## src/rtl/user_input_m_if.sv

```systemverilog
// Front-panel signal bundle between the panel/counter side and the user_input_m input stage.
interface user_input_m_if;
    logic        btn_time;
    logic        btn_alarm;
    logic        btn_arm;
    logic        btn_up;
    logic        btn_down;
    logic [16:0] counter_state;
    logic        set_flag;
    logic [16:0] set_time;
    logic        alarm_flag;
    logic [16:0] alarm_time;
    logic [2:0]  mode;

    // Panel side: drives button levels and the live timestamp, observes edit results.
    modport master (
        output btn_time, btn_alarm, btn_arm, btn_up, btn_down, counter_state,
        input  set_flag, set_time, alarm_flag, alarm_time, mode
    );

    // Input stage side.
    modport slave (
        input  btn_time, btn_alarm, btn_arm, btn_up, btn_down, counter_state,
        output set_flag, set_time, alarm_flag, alarm_time, mode
    );
endinterface

```

## src/rtl/user_input_m.sv

```systemverilog
// Front-panel input stage: button edge detection, time/alarm edit FSM,
// alarm arm toggle and inactivity timeout. Timestamps are seconds since midnight.
module user_input_m #(
    parameter int TIMEOUT = 30
) (
    input logic           clock,
    input logic           reset,
    user_input_m_if.slave bus
);
    localparam logic [2:0] S_IDLE   = 3'd0;
    localparam logic [2:0] S_T_HOUR = 3'd1;
    localparam logic [2:0] S_T_MIN  = 3'd2;
    localparam logic [2:0] S_T_SEC  = 3'd3;
    localparam logic [2:0] S_A_HOUR = 3'd4;
    localparam logic [2:0] S_A_MIN  = 3'd5;

    localparam int B_TIME  = 0;
    localparam int B_ALARM = 1;
    localparam int B_ARM   = 2;
    localparam int B_UP    = 3;
    localparam int B_DOWN  = 4;

    logic [4:0]  btn_raw;
    logic [4:0]  btn_reg, btn_prev_reg;
    logic [4:0]  btn_event;

    logic [2:0]  mode_reg, mode_next;
    logic [4:0]  hour_reg, hour_next;
    logic [5:0]  min_reg, min_next;
    logic [5:0]  sec_reg, sec_next;
    logic [4:0]  a_hour_reg, a_hour_next;
    logic [5:0]  a_min_reg, a_min_next;
    logic        armed_reg, armed_next;
    logic [15:0] timer_reg, timer_next;
    logic [16:0] set_time_reg, set_time_next;
    logic [16:0] alarm_time_reg, alarm_time_next;

    logic        accepted;
    logic        commit;
    logic        step_valid;
    logic        step_up;
    logic        next_is_time_edit;

    logic [4:0]  cs_hour;
    logic [5:0]  cs_min, cs_sec;
    logic [4:0]  al_hour;
    logic [5:0]  al_min;

    // Wrapping +/-1 on a field whose legal range is 0..top.
    function automatic logic [5:0] wrap_step(input logic [5:0] value, input logic [5:0] top,
                                             input logic up);
        logic [5:0] r;
        if (up) r = (value == top) ? 6'd0 : value + 6'd1;
        else    r = (value == 6'd0) ? top : value - 6'd1;
        return r;
    endfunction

    assign btn_raw = {bus.btn_down, bus.btn_up, bus.btn_arm, bus.btn_alarm, bus.btn_time};

    // Rising edge of each registered button level is one event; holding produces no more.
    genvar gi;
    generate
        for (gi = 0; gi < 5; gi++) begin : g_edge
            assign btn_event[gi] = btn_reg[gi] & ~btn_prev_reg[gi];
        end
    endgenerate

    // up and down together cancel out.
    assign step_valid = btn_event[B_UP] ^ btn_event[B_DOWN];
    assign step_up    = btn_event[B_UP];

    // Field decomposition of the live counter and of the committed alarm setpoint.
    assign cs_hour = 5'(bus.counter_state / 17'd3600);
    assign cs_min  = 6'((bus.counter_state / 17'd60) % 17'd60);
    assign cs_sec  = 6'(bus.counter_state % 17'd60);
    assign al_hour = 5'(alarm_time_reg / 17'd3600);
    assign al_min  = 6'((alarm_time_reg / 17'd60) % 17'd60);

    // Register raw button levels and keep the previous sample for edge detection.
    always_ff @(posedge clock) begin
        if (reset) begin
            btn_reg      <= 5'd0;
            btn_prev_reg <= 5'd0;
        end else begin
            btn_reg      <= btn_raw;
            btn_prev_reg <= btn_reg;
        end
    end

    // Edit FSM, field arithmetic, inactivity timeout and alarm commit.
    always_comb begin
        mode_next       = mode_reg;
        hour_next       = hour_reg;
        min_next        = min_reg;
        sec_next        = sec_reg;
        a_hour_next     = a_hour_reg;
        a_min_next      = a_min_reg;
        armed_next      = armed_reg;
        alarm_time_next = alarm_time_reg;
        timer_next      = 16'd0;
        accepted        = 1'b0;
        commit          = 1'b0;

        case (mode_reg)
            S_IDLE: begin
                if (btn_event[B_TIME]) begin
                    mode_next = S_T_HOUR;
                    hour_next = cs_hour;
                    min_next  = cs_min;
                    sec_next  = cs_sec;
                end else if (btn_event[B_ALARM]) begin
                    mode_next   = S_A_HOUR;
                    a_hour_next = al_hour;
                    a_min_next  = al_min;
                end else if (btn_event[B_ARM]) begin
                    armed_next = ~armed_reg;
                end
            end
            S_T_HOUR, S_T_MIN, S_T_SEC: begin
                if (btn_event[B_TIME]) begin
                    accepted  = 1'b1;
                    mode_next = (mode_reg == S_T_SEC) ? S_IDLE : mode_reg + 3'd1;
                end else if (step_valid) begin
                    accepted = 1'b1;
                    case (mode_reg)
                        S_T_HOUR: hour_next = 5'(wrap_step({1'b0, hour_reg}, 6'd23, step_up));
                        S_T_MIN:  min_next  = wrap_step(min_reg, 6'd59, step_up);
                        default:  sec_next  = wrap_step(sec_reg, 6'd59, step_up);
                    endcase
                end
            end
            S_A_HOUR, S_A_MIN: begin
                if (btn_event[B_ALARM]) begin
                    accepted = 1'b1;
                    if (mode_reg == S_A_MIN) begin
                        mode_next = S_IDLE;
                        commit    = 1'b1;
                    end else begin
                        mode_next = S_A_MIN;
                    end
                end else if (step_valid) begin
                    accepted = 1'b1;
                    if (mode_reg == S_A_HOUR)
                        a_hour_next = 5'(wrap_step({1'b0, a_hour_reg}, 6'd23, step_up));
                    else
                        a_min_next  = wrap_step(a_min_reg, 6'd59, step_up);
                end
            end
            default: mode_next = S_IDLE;
        endcase

        // A quiet edit state counts edges; the TIMEOUT-th quiet edge confirms and leaves.
        if (mode_reg != S_IDLE && !accepted) begin
            if (timer_reg == 16'(TIMEOUT - 1)) begin
                mode_next = S_IDLE;
                commit    = (mode_reg == S_A_HOUR) || (mode_reg == S_A_MIN);
            end else begin
                timer_next = timer_reg + 16'd1;
            end
        end

        if (commit)
            alarm_time_next = 17'(a_hour_next) * 17'd3600 + 17'(a_min_next) * 17'd60;
    end

    // set_time tracks the edited fields while in a time-edit state and holds otherwise.
    always_comb begin
        next_is_time_edit = (mode_next == S_T_HOUR) || (mode_next == S_T_MIN) ||
                            (mode_next == S_T_SEC);
        set_time_next     = set_time_reg;
        if (next_is_time_edit)
            set_time_next = 17'(hour_next) * 17'd3600 + 17'(min_next) * 17'd60 + 17'(sec_next);
    end

    // State registers; reset discards any edit in progress.
    always_ff @(posedge clock) begin
        if (reset) begin
            mode_reg       <= S_IDLE;
            hour_reg       <= 5'd0;
            min_reg        <= 6'd0;
            sec_reg        <= 6'd0;
            a_hour_reg     <= 5'd0;
            a_min_reg      <= 6'd0;
            armed_reg      <= 1'b0;
            timer_reg      <= 16'd0;
            set_time_reg   <= 17'd0;
            alarm_time_reg <= 17'd0;
        end else begin
            mode_reg       <= mode_next;
            hour_reg       <= hour_next;
            min_reg        <= min_next;
            sec_reg        <= sec_next;
            a_hour_reg     <= a_hour_next;
            a_min_reg      <= a_min_next;
            armed_reg      <= armed_next;
            timer_reg      <= timer_next;
            set_time_reg   <= set_time_next;
            alarm_time_reg <= alarm_time_next;
        end
    end

    assign bus.mode       = mode_reg;
    assign bus.set_time   = set_time_reg;
    assign bus.alarm_time = alarm_time_reg;
    assign bus.set_flag   = (mode_reg == S_T_HOUR) || (mode_reg == S_T_MIN) || (mode_reg == S_T_SEC);
    // Alarm output is muted during alarm edit so downstream ringing clears.
    assign bus.alarm_flag = armed_reg && !((mode_reg == S_A_HOUR) || (mode_reg == S_A_MIN));
endmodule

```

## src/flat_wrapper.sv

```systemverilog
// flat-port wrapper written by rule: the top's interface ports become plain ports
module user_input_m_flat 
#(
    parameter int TIMEOUT = 30
)
  (clock, reset, bus_btn_time, bus_btn_alarm, bus_btn_arm, bus_btn_up, bus_btn_down, bus_counter_state, bus_set_flag, bus_set_time, bus_alarm_flag, bus_alarm_time, bus_mode);
  user_input_m_if bus_i ();
  input logic clock;
  input logic reset;
  input wire logic [$bits(bus_i.btn_time)-1:0] bus_btn_time;
  input wire logic [$bits(bus_i.btn_alarm)-1:0] bus_btn_alarm;
  input wire logic [$bits(bus_i.btn_arm)-1:0] bus_btn_arm;
  input wire logic [$bits(bus_i.btn_up)-1:0] bus_btn_up;
  input wire logic [$bits(bus_i.btn_down)-1:0] bus_btn_down;
  input wire logic [$bits(bus_i.counter_state)-1:0] bus_counter_state;
  output wire logic [$bits(bus_i.set_flag)-1:0] bus_set_flag;
  output wire logic [$bits(bus_i.set_time)-1:0] bus_set_time;
  output wire logic [$bits(bus_i.alarm_flag)-1:0] bus_alarm_flag;
  output wire logic [$bits(bus_i.alarm_time)-1:0] bus_alarm_time;
  output wire logic [$bits(bus_i.mode)-1:0] bus_mode;
  assign bus_i.btn_time = bus_btn_time;
  assign bus_i.btn_alarm = bus_btn_alarm;
  assign bus_i.btn_arm = bus_btn_arm;
  assign bus_i.btn_up = bus_btn_up;
  assign bus_i.btn_down = bus_btn_down;
  assign bus_i.counter_state = bus_counter_state;
  assign bus_set_flag = bus_i.set_flag;
  assign bus_set_time = bus_i.set_time;
  assign bus_alarm_flag = bus_i.alarm_flag;
  assign bus_alarm_time = bus_i.alarm_time;
  assign bus_mode = bus_i.mode;
  user_input_m #(.TIMEOUT(TIMEOUT)) u_core (.clock(clock), .reset(reset), .bus(bus_i));
endmodule
```

## config.mk

```make
export PLATFORM = sky130hd
export DESIGN_NAME = user_input_m_flat
export DESIGN_NICKNAME = d
export VERILOG_FILES = /design/src/rtl/user_input_m_if.sv /design/src/rtl/user_input_m.sv /design/src/flat_wrapper.sv
export SDC_FILE = /design/constraint.sdc
export NUM_CORES = 1
export LEC_CHECK = 0
export ABC_AREA = 1
export CELL_PAD_IN_SITES_DETAIL_PLACEMENT = 0
export CELL_PAD_IN_SITES_GLOBAL_PLACEMENT = 1
export CORE_AREA = 2 2 212 151
export DETAILED_ROUTE_END_ITERATION = 6
export DIE_AREA = 0 0 214 153
export PLACE_DENSITY = 0.84
export SYNTH_ARGS = -nofsm -noshare
export SYNTH_HDL_FRONTEND = slang
export SYNTH_SLANG_ARGS = --single-unit
export TNS_END_PERCENT = 30
```

## constraint.sdc

```tcl
create_clock -name clock -period 8.8 [get_ports clock]
set_clock_uncertainty 0.1 [all_clocks]
set_input_delay 1.32 -clock clock [delete_from_list [all_inputs] [get_ports clock]]
set_output_delay 1.32 -clock clock [all_outputs]
set_load 0.02 [all_outputs]
```

# [After elaboration in Yosys (flattened, before gate mapping)]
# Cells that the tools add are included.
[word_totals] reg_bits=92 latchBits=0 ram_bits=0 mem_bits_ro=0 out_inout_bits=39 wordCells=148 mem_count=0
[classes] addsub=15 mul=4 div=7 n_lt_le_gt_ge=0 n_eq_ne=14 shift=0 mux=60 bitwise=15 n_reduce_logical=21
[ops] operator="$mux W6" n=22
[ops] operator="$mux W5" n=15
[ops] operator="$mod A17 B6 Y17 const B" n=3
[ops] operator="$pmux W6 S2" n=3
[ops] operator="$add A17 B12 Y17" n=2
[ops] operator="$div A17 B12 Y17 const B" n=2
[ops] operator="$div A17 B6 Y17 const B" n=2
[ops] operator="$mul A5 B8 Y13 const B" n=2
[ops] operator="$mux W3" n=8
[ops] operator="$mul A6 B4 Y10 const B" n=2
[ops] operator="$pmux W5 S2" n=2
[ops] operator="$add A6 B1 Y6 const B" n=3
[ops] operator="$eq A6 B6 Y1 const B" n=3
[ops] operator="$logic_not A6 Y1" n=3
[ops] operator="$sub A6 B1 Y6 const B" n=3
[ops] operator="$add A17 B6 Y17" n=1
[ops] operator="$add A16 B1 Y16 const B" n=1
[ops] operator="$eq A16 B5 Y1 const B" n=1
[ops] operator="$eq A3 B2 Y1 const B" n=4
[ops] operator="$add A5 B1 Y5 const B" n=2
[ops] operator="$eq A5 B5 Y1 const B" n=2
[ops] operator="$logic_not A5 Y1" n=2
[ops] operator="$sub A5 B1 Y5 const B" n=2
[ops] operator="$not A1 Y1" n=9
[ops] operator="other kinds (16)" n=37

# [Longest topological paths before layout]
# Gate-level depths: netlist (run 1).
[depth] word_depth=12 mapped_depth=83 mapped_depth_nobuf=83

# [Worst setup path after synthesis (run 1)]
# Ideal clock, no wire load.
[synth_path] kind="input port to flip-flop" from="input port bus_counter_state[15]" to="register u_core.set_time_reg[16] (netlist: u_core.bus.set_time[16])" setup_ns=0.117 arrival_time_ns=9.438 required_ns=8.583 slack_ns=-0.855 path_stages=76 n_path_buf=0 cell_sequence="nand3_1 nand3_1 a21oi_2 nand2_1 nand2_1 nand2_2 nand2_2 nand2_2 nand3_2 inv_2 nand2_2 nand2_2 nand2_2 nand2_4 nor2_4 nand2_4 nand2_4 nand2_4 (+40 left out) nand2_1 xnor2_1 inv_1 ha_1 ha_1 inv_1 o21bai_1 a21oi_1 o21bai_1 nand2_1 nand2_1 a21oi_1 o21bai_1 nand2_1 nor3_1 o21ai_0 a21oi_1 nor2_1"
[synth_via] elab_chain_len=7 word_cells_on_any_way=14 classes_between="2 x add/sub; 2 x mul; 4 x div; 6 x mux"
[synth_lines] item="start: declaration" line_no="flat_wrapper.sv:15" text="input wire logic [$bits(bus_i.counter_state)-1:0] bus_counter_state;"
[synth_lines] item="$div A17 B6 Y17" line_no="user_input_m.sv:74" text="assign cs_min = 6'((bus.counter_state / 17'd60) % 17'd60);"
[synth_lines] item="$mod A17 B6 Y17" line_no="user_input_m.sv:74"
[synth_lines] item="$mux W6" line_no="user_input_m.sv:106" text="if (btn_event[B_TIME]) begin"
[synth_lines] item="$pmux W6 S2" line_no="user_input_m.sv:104" text="case (mode_reg)"
[synth_lines] item="named net u_core.min_next[3]" line_no="user_input_m.sv:29" text="logic [5:0] min_reg, min_next;"
[synth_lines] item="$mul A6 B4 Y10" line_no="user_input_m.sv:172" text="set_time_next = 17'(hour_next) * 17'd3600 + 17'(min_next) * 17'd60 + 17'(sec_next);"
[synth_lines] item="$add A17 B12 Y17" line_no="user_input_m.sv:172"
[synth_lines] item="$add A17 B6 Y17" line_no="user_input_m.sv:172"
[synth_lines] item="end signal: assignment" line_no="user_input_m.sv:197" text="set_time_reg <= set_time_next;"
[synth_lines] item="end: declaration" line_no="user_input_m.sv:35" text="logic [16:0] set_time_reg, set_time_next;"
# The timed path passes the listed nets, and every way through them passes these cells.
# A chain may end at the register's enable or synchronous reset.

# [Final worst setup path (run 1)]
[layout_path] from="input port bus_counter_state[14]" to="register u_core.set_time_reg[16] (netlist: u_core.bus.set_time[16])"
[layout_via] elab_chain_len=7 word_cells_on_any_way=14 classes_between="2 x add/sub; 2 x mul; 4 x div; 6 x mux"
[layout_lines] item="$div A17 B6 Y17" line_no="user_input_m.sv:74"
[layout_lines] item="$mod A17 B6 Y17" line_no="user_input_m.sv:74"
[layout_lines] item="$mux W6" line_no="user_input_m.sv:106"
[layout_lines] item="$pmux W6 S2" line_no="user_input_m.sv:104"
[layout_lines] item="$mul A6 B4 Y10" line_no="user_input_m.sv:172"
[layout_lines] item="$add A17 B12 Y17" line_no="user_input_m.sv:172"
[layout_lines] item="$add A17 B6 Y17 *" line_no="user_input_m.sv:172"
# Every way passes the cells marked *; elsewhere a longest branch is shown, timed or not.

==> results.sh, run 1 <==
export IMPL_fin_crit_sh=1.163
export IMPL_final_nets=2521
export IMPL_grt_pass1_wl_um=63950
export IMPL_crit_slowest_cell="fa_1"
export IMPL_drive_above_1_share=0.3094
export IMPL_drt_pass1_iterations=6
export IMPL_hold_buffers=0
export IMPL_io_buffers=60
export IMPL_dieArea_um2=32740
export IMPL_cp_common_cell="nand2_2"
export IMPL_syn_area_per_cell_um2=6.339
export IMPL_synthArstFlopShare=0
export IMPL_yosys_area_share_simple=0.3426
export IMPL_violations="setup timing"
export IMPL_power_density_nw_per_um2=337.6
export IMPL_grt_overflow=0
export IMPL_min_path_cells=2
export IMPL_postRouteAntennaNets=0
export IMPL_synthMuxAreaShare=0.001646
export IMPL_rsz0062_at_grt="yes"
export IMPL_synthToLayoutAreaGrowth_pct=42.24
export IMPL_fin_cells=2786
export IMPL_synthFlopType="dfxtp_1"
export IMPL_die_h_um=153
export IMPL_cp_top_family="simple AND/OR/NAND/NOR gates"
export IMPL_crit_buf_inv=9
export IMPL_fin_crit_ns=10.23
export IMPL_start_util=0.3957
export IMPL_arrival_ns=10.41
export IMPL_clock_sinks=90
export IMPL_max_freq_mhz=97.75
export IMPL_drc=0
export IMPL_root_buffer="clkbuf_16"
export IMPL_synth_compound_area_share=0.1680
export IMPL_clk_latency_ns=0.38
export IMPL_netlist_area_um2=12160
export IMPL_whs_ns=0.3344
export IMPL_synth_xor_area_share=0.06840
export IMPL_synthDistinctLibCells=68
export IMPL_synth_top_family_by_area="simple AND/OR/NAND/NOR gates"
export IMPL_hold_viol=0
export IMPL_yosysSeqAreaShare=0.1481
export IMPL_dp_slack_ns=-2.081
export IMPL_postLayoutCoreUtil=0.5628
export IMPL_place_detailed_hpwl_um=29550
export IMPL_ir_drop_v=0.0004398
export IMPL_diodes=0
export IMPL_hold_class="register to register"
export IMPL_setup_slack_ns=-1.430
export IMPL_slew_viol_final=0
export IMPL_place_inst=2682
export IMPL_start_kind="input pin"
export IMPL_required_ns=8.98
export IMPL_antenna_found_initial=0
export IMPL_yosysWarnings=0
export IMPL_leakage_uw=0.008744
export IMPL_finalSetupViolations=20
export IMPL_num_vias=13890
export IMPL_syn_inst=1919
export IMPL_worstPathMaxFanout=4
export IMPL_cts_buffers=9
export IMPL_status="finished, violations left"
export IMPL_finalWeightedCongestion=0.8997
export IMPL_initialDrtViolationCount=982
export IMPL_viasPerCell=4.987
export IMPL_die_w_um=214
export IMPL_largest_register_ffs=17
export IMPL_fin_setup_tns_ns=-14.88
export IMPL_clk_pin_slew_ns=0.08
export IMPL_cts_tree="yes"
export IMPL_core_area_um2=30740
export IMPL_wl_per_cell_um=14.10
export IMPL_grt_max_degree=41
export IMPL_crit_cells=77
export IMPL_end_kind="register"
export IMPL_worst_pin_slew_ns=1.159
export IMPL_slowest_delay_ns=0.51
export IMPL_cts_max_level=3
export IMPL_boundaryPins=63
export IMPL_ys_ff_latch=90
export IMPL_yosys_area_share_adder=0.1572
export IMPL_routed_wl_um=39290
export IMPL_grt_use_total=0.2350
export IMPL_worstRegToRegCells=70
export IMPL_crit_type="input pin to register"
export IMPL_relSlewSlack=0.2262
export IMPL_cap_violations=0
export IMPL_cts_max_path_buffers=2
export IMPL_num_rows=54
export IMPL_synth_edf_count=0
export IMPL_grt_pass1_vias=12990
## worst min-delay path, cell delays in order, from the launching register on
cell	delay (ns)
dfxtp_1	0.30
inv_1	0.06
nor2_1	0.04
## per-layer routing
metal,vias to the layer above,GRT usage,wire [um]
li1,7138,-,-
met1,6334,0.3573,20360
met2,370,0.3421,16130
met3,52,0.04199,2261
met4,0,0.04729,545
met5,-,0,0
## worst paths after layout
kind                              from                         to  slack, ns
min reg2reg          u_core.btn_reg[0]     u_core.btn_prev_reg[0]       0.33
max              bus_counter_state[14]    u_core.bus.set_time[16]      -1.43
max reg2reg  u_core.bus.alarm_time[15]  u_core.bus.alarm_time[16]      -0.45
min                  u_core.btn_reg[0]     u_core.btn_prev_reg[0]       0.33
## report_power, final
group / internal, uW / total (uW) / switching, uW / leakage, uW
registers: 460 / 514 / 53.9 / 0.000734
logic: 2440 / 4910 / 2470 / 0.00786
clock network: 203 / 414 / 211 / 0.000149
## placed cells by master, fill, tap and decap left out, drive strengths merged, types with 34 or more instances in the layout
cell type      count
xnor2             34
nand2            457
xor2              61
a21oi            118
ha               108
inv              335
clkdlybuf4s50     52
nand3            139
nor2             193
buf              403
dfxtp             90
o21ai            161
## cell families (layout without fill, tap and decap cells)
| group | count (synthesis) | count (layout) |
|---|---|---|
| mux | 2 | 2 |
| other cells | 1 | 2 |
| fa+ha+maj | 136 | 136 |
| xor+xnor | 95 | 95 |
| compound gates | 351 | 351 |
| buf+inv | 362 | 808 |
| simple gates | 882 | 882 |
| flops | 90 | 90 |
## Yosys cell counts (8+ instances only)
library cell	count	share of area
nand3_1	129	0.053
o21ai_0	136	0.056
fa_1	28	0.046
xor2_1	61	0.044
nor2_2	17	0.0087
nand2_4	11	0.010
nand4_1	25	0.013
nor2_1	168	0.052
nand2_1	389	0.12
nand2_2	57	0.029
a21oi_1	115	0.047
ha_1	108	0.11
nor3_1	28	0.012
nor4_1	8	0.0041
xnor2_1	34	0.024
dfxtp_1	90	0.15
clkbuf_1	21	0.0065
inv_1	295	0.091
nand3_2	8	0.0066
inv_2	35	0.011
o211ai_1	12	0.0074
a31oi_1	10	0.0051
o21ai_1	18	0.0074
## repair_timing
action / CTS / global route
setup buffers: 69 / 21
hold endpoints to repair: 0 / 0
endpoints found under the setup margin: 20 / 25
pin swaps: 111 / 124
gates resized for setup: 115 / 93
## stage by stage
stage | power [uW] | cell area [um2]
after floorplan | 2758 | 12270
after global placement | 4083 | 15590
after detailed placement | 4149 | 15590
after CTS | 5153 | 16750
after global routing | 6344 | 17300
final | 5842 | 17300
## cell type report
type,count,area [um2]
fill,2905,13440
inverter,334,1262
clock inverter,7,78.83
clock buffer,9,225.2
multi-input combinational,1468,9792
sequential,90,1803
tap,420,525.5
timing repair buffer,458,3616
Power figures use the tool's default switching activity.
==> run 2: changes to the inputs <==
--- a/config.mk
+++ b/config.mk
@@ -12,6 +12,7 @@
 export DETAILED_ROUTE_END_ITERATION = 6
 export DIE_AREA = 0 0 214 153
 export PLACE_DENSITY = 0.84
+export SLEW_MARGIN = 30
 export SYNTH_ARGS = -nofsm -noshare
 export SYNTH_HDL_FRONTEND = slang
 export SYNTH_SLANG_ARGS = --single-unit
==> results.sh, run 2 (synthesis gave the netlist of run 1 again) <==
export IMPL_drive_above_1_share=0.3094
export IMPL_worstPathMaxFanout=7
export IMPL_start_util=0.3957
export IMPL_required_ns=8.98
export IMPL_die_w_um=214
export IMPL_num_vias=13880
export IMPL_violations="setup timing"
export IMPL_initialDrtViolationCount=960
export IMPL_worst_pin_slew_ns=0.8990
export IMPL_hold_class="register to register"
export IMPL_final_common_cell="buf_4"
export IMPL_crit_buf_inv=18
export IMPL_max_freq_mhz=97.02
export IMPL_finalSetupViolations=20
export IMPL_power_density_nw_per_um2=338.2
export IMPL_viasPerCell=4.981
export IMPL_slowest_delay_ns=0.51
export IMPL_relSlewSlack=0.4007
export IMPL_fill_cells=2904
export IMPL_cp_top_family="simple AND/OR/NAND/NOR gates"
export IMPL_clk_latency_ns=0.39
export IMPL_postRouteAntennaNets=0
export IMPL_setup_slack_ns=-1.507
export IMPL_crit_slowest_cell="fa_1"
export IMPL_grt_use_total=0.2350
export IMPL_p_total_uw=5853
export IMPL_arrival_ns=10.49
export IMPL_grt_overflow=0
export IMPL_end_kind="register"
export IMPL_reg2reg_to="u_core.bus.alarm_time[16]"
export IMPL_min_path_cells=2
export IMPL_whs_ns=0.3352
export IMPL_largest_register_ffs=17
export IMPL_dieArea_um2=32740
export IMPL_drt_pass1_iterations=5
export IMPL_mostFrequentLayoutCells="388 x buf_4, 343 x nand2_1, 282 x inv_1"
export IMPL_grt_max_degree=41
export IMPL_place_inst=2682
export IMPL_final_nets=2521
export IMPL_hold_buffers=0
export IMPL_fin_crit_sh=1.171
export IMPL_synthToLayoutAreaGrowth_pct=42.28
export IMPL_grt_pass1_vias=12990
export IMPL_fin_setup_tns_ns=-15.55
export IMPL_boundaryPins=63
export IMPL_finalWeightedCongestion=0.8997
export IMPL_r2r_start="u_core.bus.alarm_time[15]"
export IMPL_diodes=0
export IMPL_status="finished, violations left"
export IMPL_cts_max_path_buffers=2
export IMPL_rsz0062_at_grt="yes"
export IMPL_io_buffers=60
export IMPL_cap_violations=0
export IMPL_fin_cells=2786
export IMPL_hold_start="u_core.btn_reg[0]"
export IMPL_cts_buffers=9
export IMPL_crit_type="input pin to register"
export IMPL_routed_wl_um=39380
export IMPL_die_h_um=153
export IMPL_rrSetupSlack_ns=-0.43
export IMPL_core_area_um2=30740
export IMPL_wl_per_cell_um=14.14
export IMPL_slew_viol_final=0
export IMPL_hold_viol=0
export IMPL_drc=0
export IMPL_root_buffer="clkbuf_16"
export IMPL_ir_drop_v=0.0004404
export IMPL_place_detailed_hpwl_um=29550
export IMPL_postLayoutCoreUtil=0.5630
export IMPL_cts_max_level=3
export IMPL_clk_pin_slew_ns=0.08
export IMPL_fin_crit_ns=10.31
export IMPL_leakage_uw=0.008745
export IMPL_hold_end="u_core.btn_prev_reg[0]"
export IMPL_num_rows=54
export IMPL_cts_tree="yes"
export IMPL_start_kind="input pin"
export IMPL_worstRegToRegCells=70
export IMPL_clock_sinks=90
export IMPL_cp_common_cell="buf_4"
export IMPL_antenna_found_initial=0
export IMPL_grt_pass1_wl_um=63950
-- run 2: cell counts in the layout (fill, tap and decap cells not counted) --
Identical to the previous run, type by type.
-- run 2: worst register-to-register path, delay by kind of cell, from the launching register on --
kind                     cells  cell delay [ns]
AND/OR/NAND/NOR             45             4.40
XOR/XNOR                     2             0.30
AO/OA/AOI/OAI               11             1.69
buffers and inverters        8             0.57
adder cells (fa/ha/maj)      4             1.66
flip-flops                   1             0.37
-- run 2: cell type report --
type | instances | area [um2] | share of cell area
sequential | 90 | 1803 | 0.1042
tap | 420 | 525.5 | 0.03036
clock buffer | 9 | 225.2 | 0.01301
clock inverter | 7 | 78.83 | 0.004555
multi-input combinational | 1468 | 9796 | 0.5660
inverter | 334 | 1262 | 0.07295
timing repair buffer | 458 | 3616 | 0.2089
-- run 2: where the power goes --
| group | switching [uW] | total [uW] | internal (uW) | leakage (uW) |
|---|---|---|---|---|
| clock network | 211 | 413 | 203 | 0.000149 |
| registers | 53.3 | 514 | 460 | 0.000734 |
| logic | 2480 | 4930 | 2440 | 0.00786 |
| total | 2750 | 5850 | 3100 | 0.00875 |
-- run 2: timing repair --
item	4_1_cts	5_1_grt
buffers inserted	69	21
resized for setup	115	92
gates cloned	0	0
pin swaps	111	123
hold endpoints to repair	0	0
setup endpoints to repair	20	25
-- run 2: worst max path at each step --
stage | start | end | slack [ns] | cells after the start
after floorplan | bus_counter_state[14] | u_core.bus.set_time[16] | -0.66 | 74
after global placement | bus_counter_state[14] | u_core.bus.set_time[16] | -1.89 | 70
after detailed placement | bus_counter_state[14] | u_core.bus.set_time[16] | -2.08 | 71
after CTS | bus_counter_state[15] | u_core.bus.set_time[16] | -1.29 | 75
after global routing | bus_counter_state[14] | u_core.bus.set_time[16] | -2.08 | 77
final | bus_counter_state[9] | u_core.bus.set_time[16] | -1.51 | 65
-- run 2: per-layer routing --
metal,wire [um],vias to the layer above,track usage
li1,-,7133,-
met2,16190,365,0.3421
met5,0,-,0
met4,535,0,0.04729
met3,2440,47,0.04199
met1,20220,6333,0.3573
-- run 2: per-stage QoR --
step	setup slack, ns	cell area, um2
3_3_place_gp	-1.888	15590
4_1_cts	-1.290	16750
2_1_floorplan	-0.6575	12270
6_report	-1.507	17310
5_1_grt	-2.083	17310
3_5_place_dp	-2.081	15590
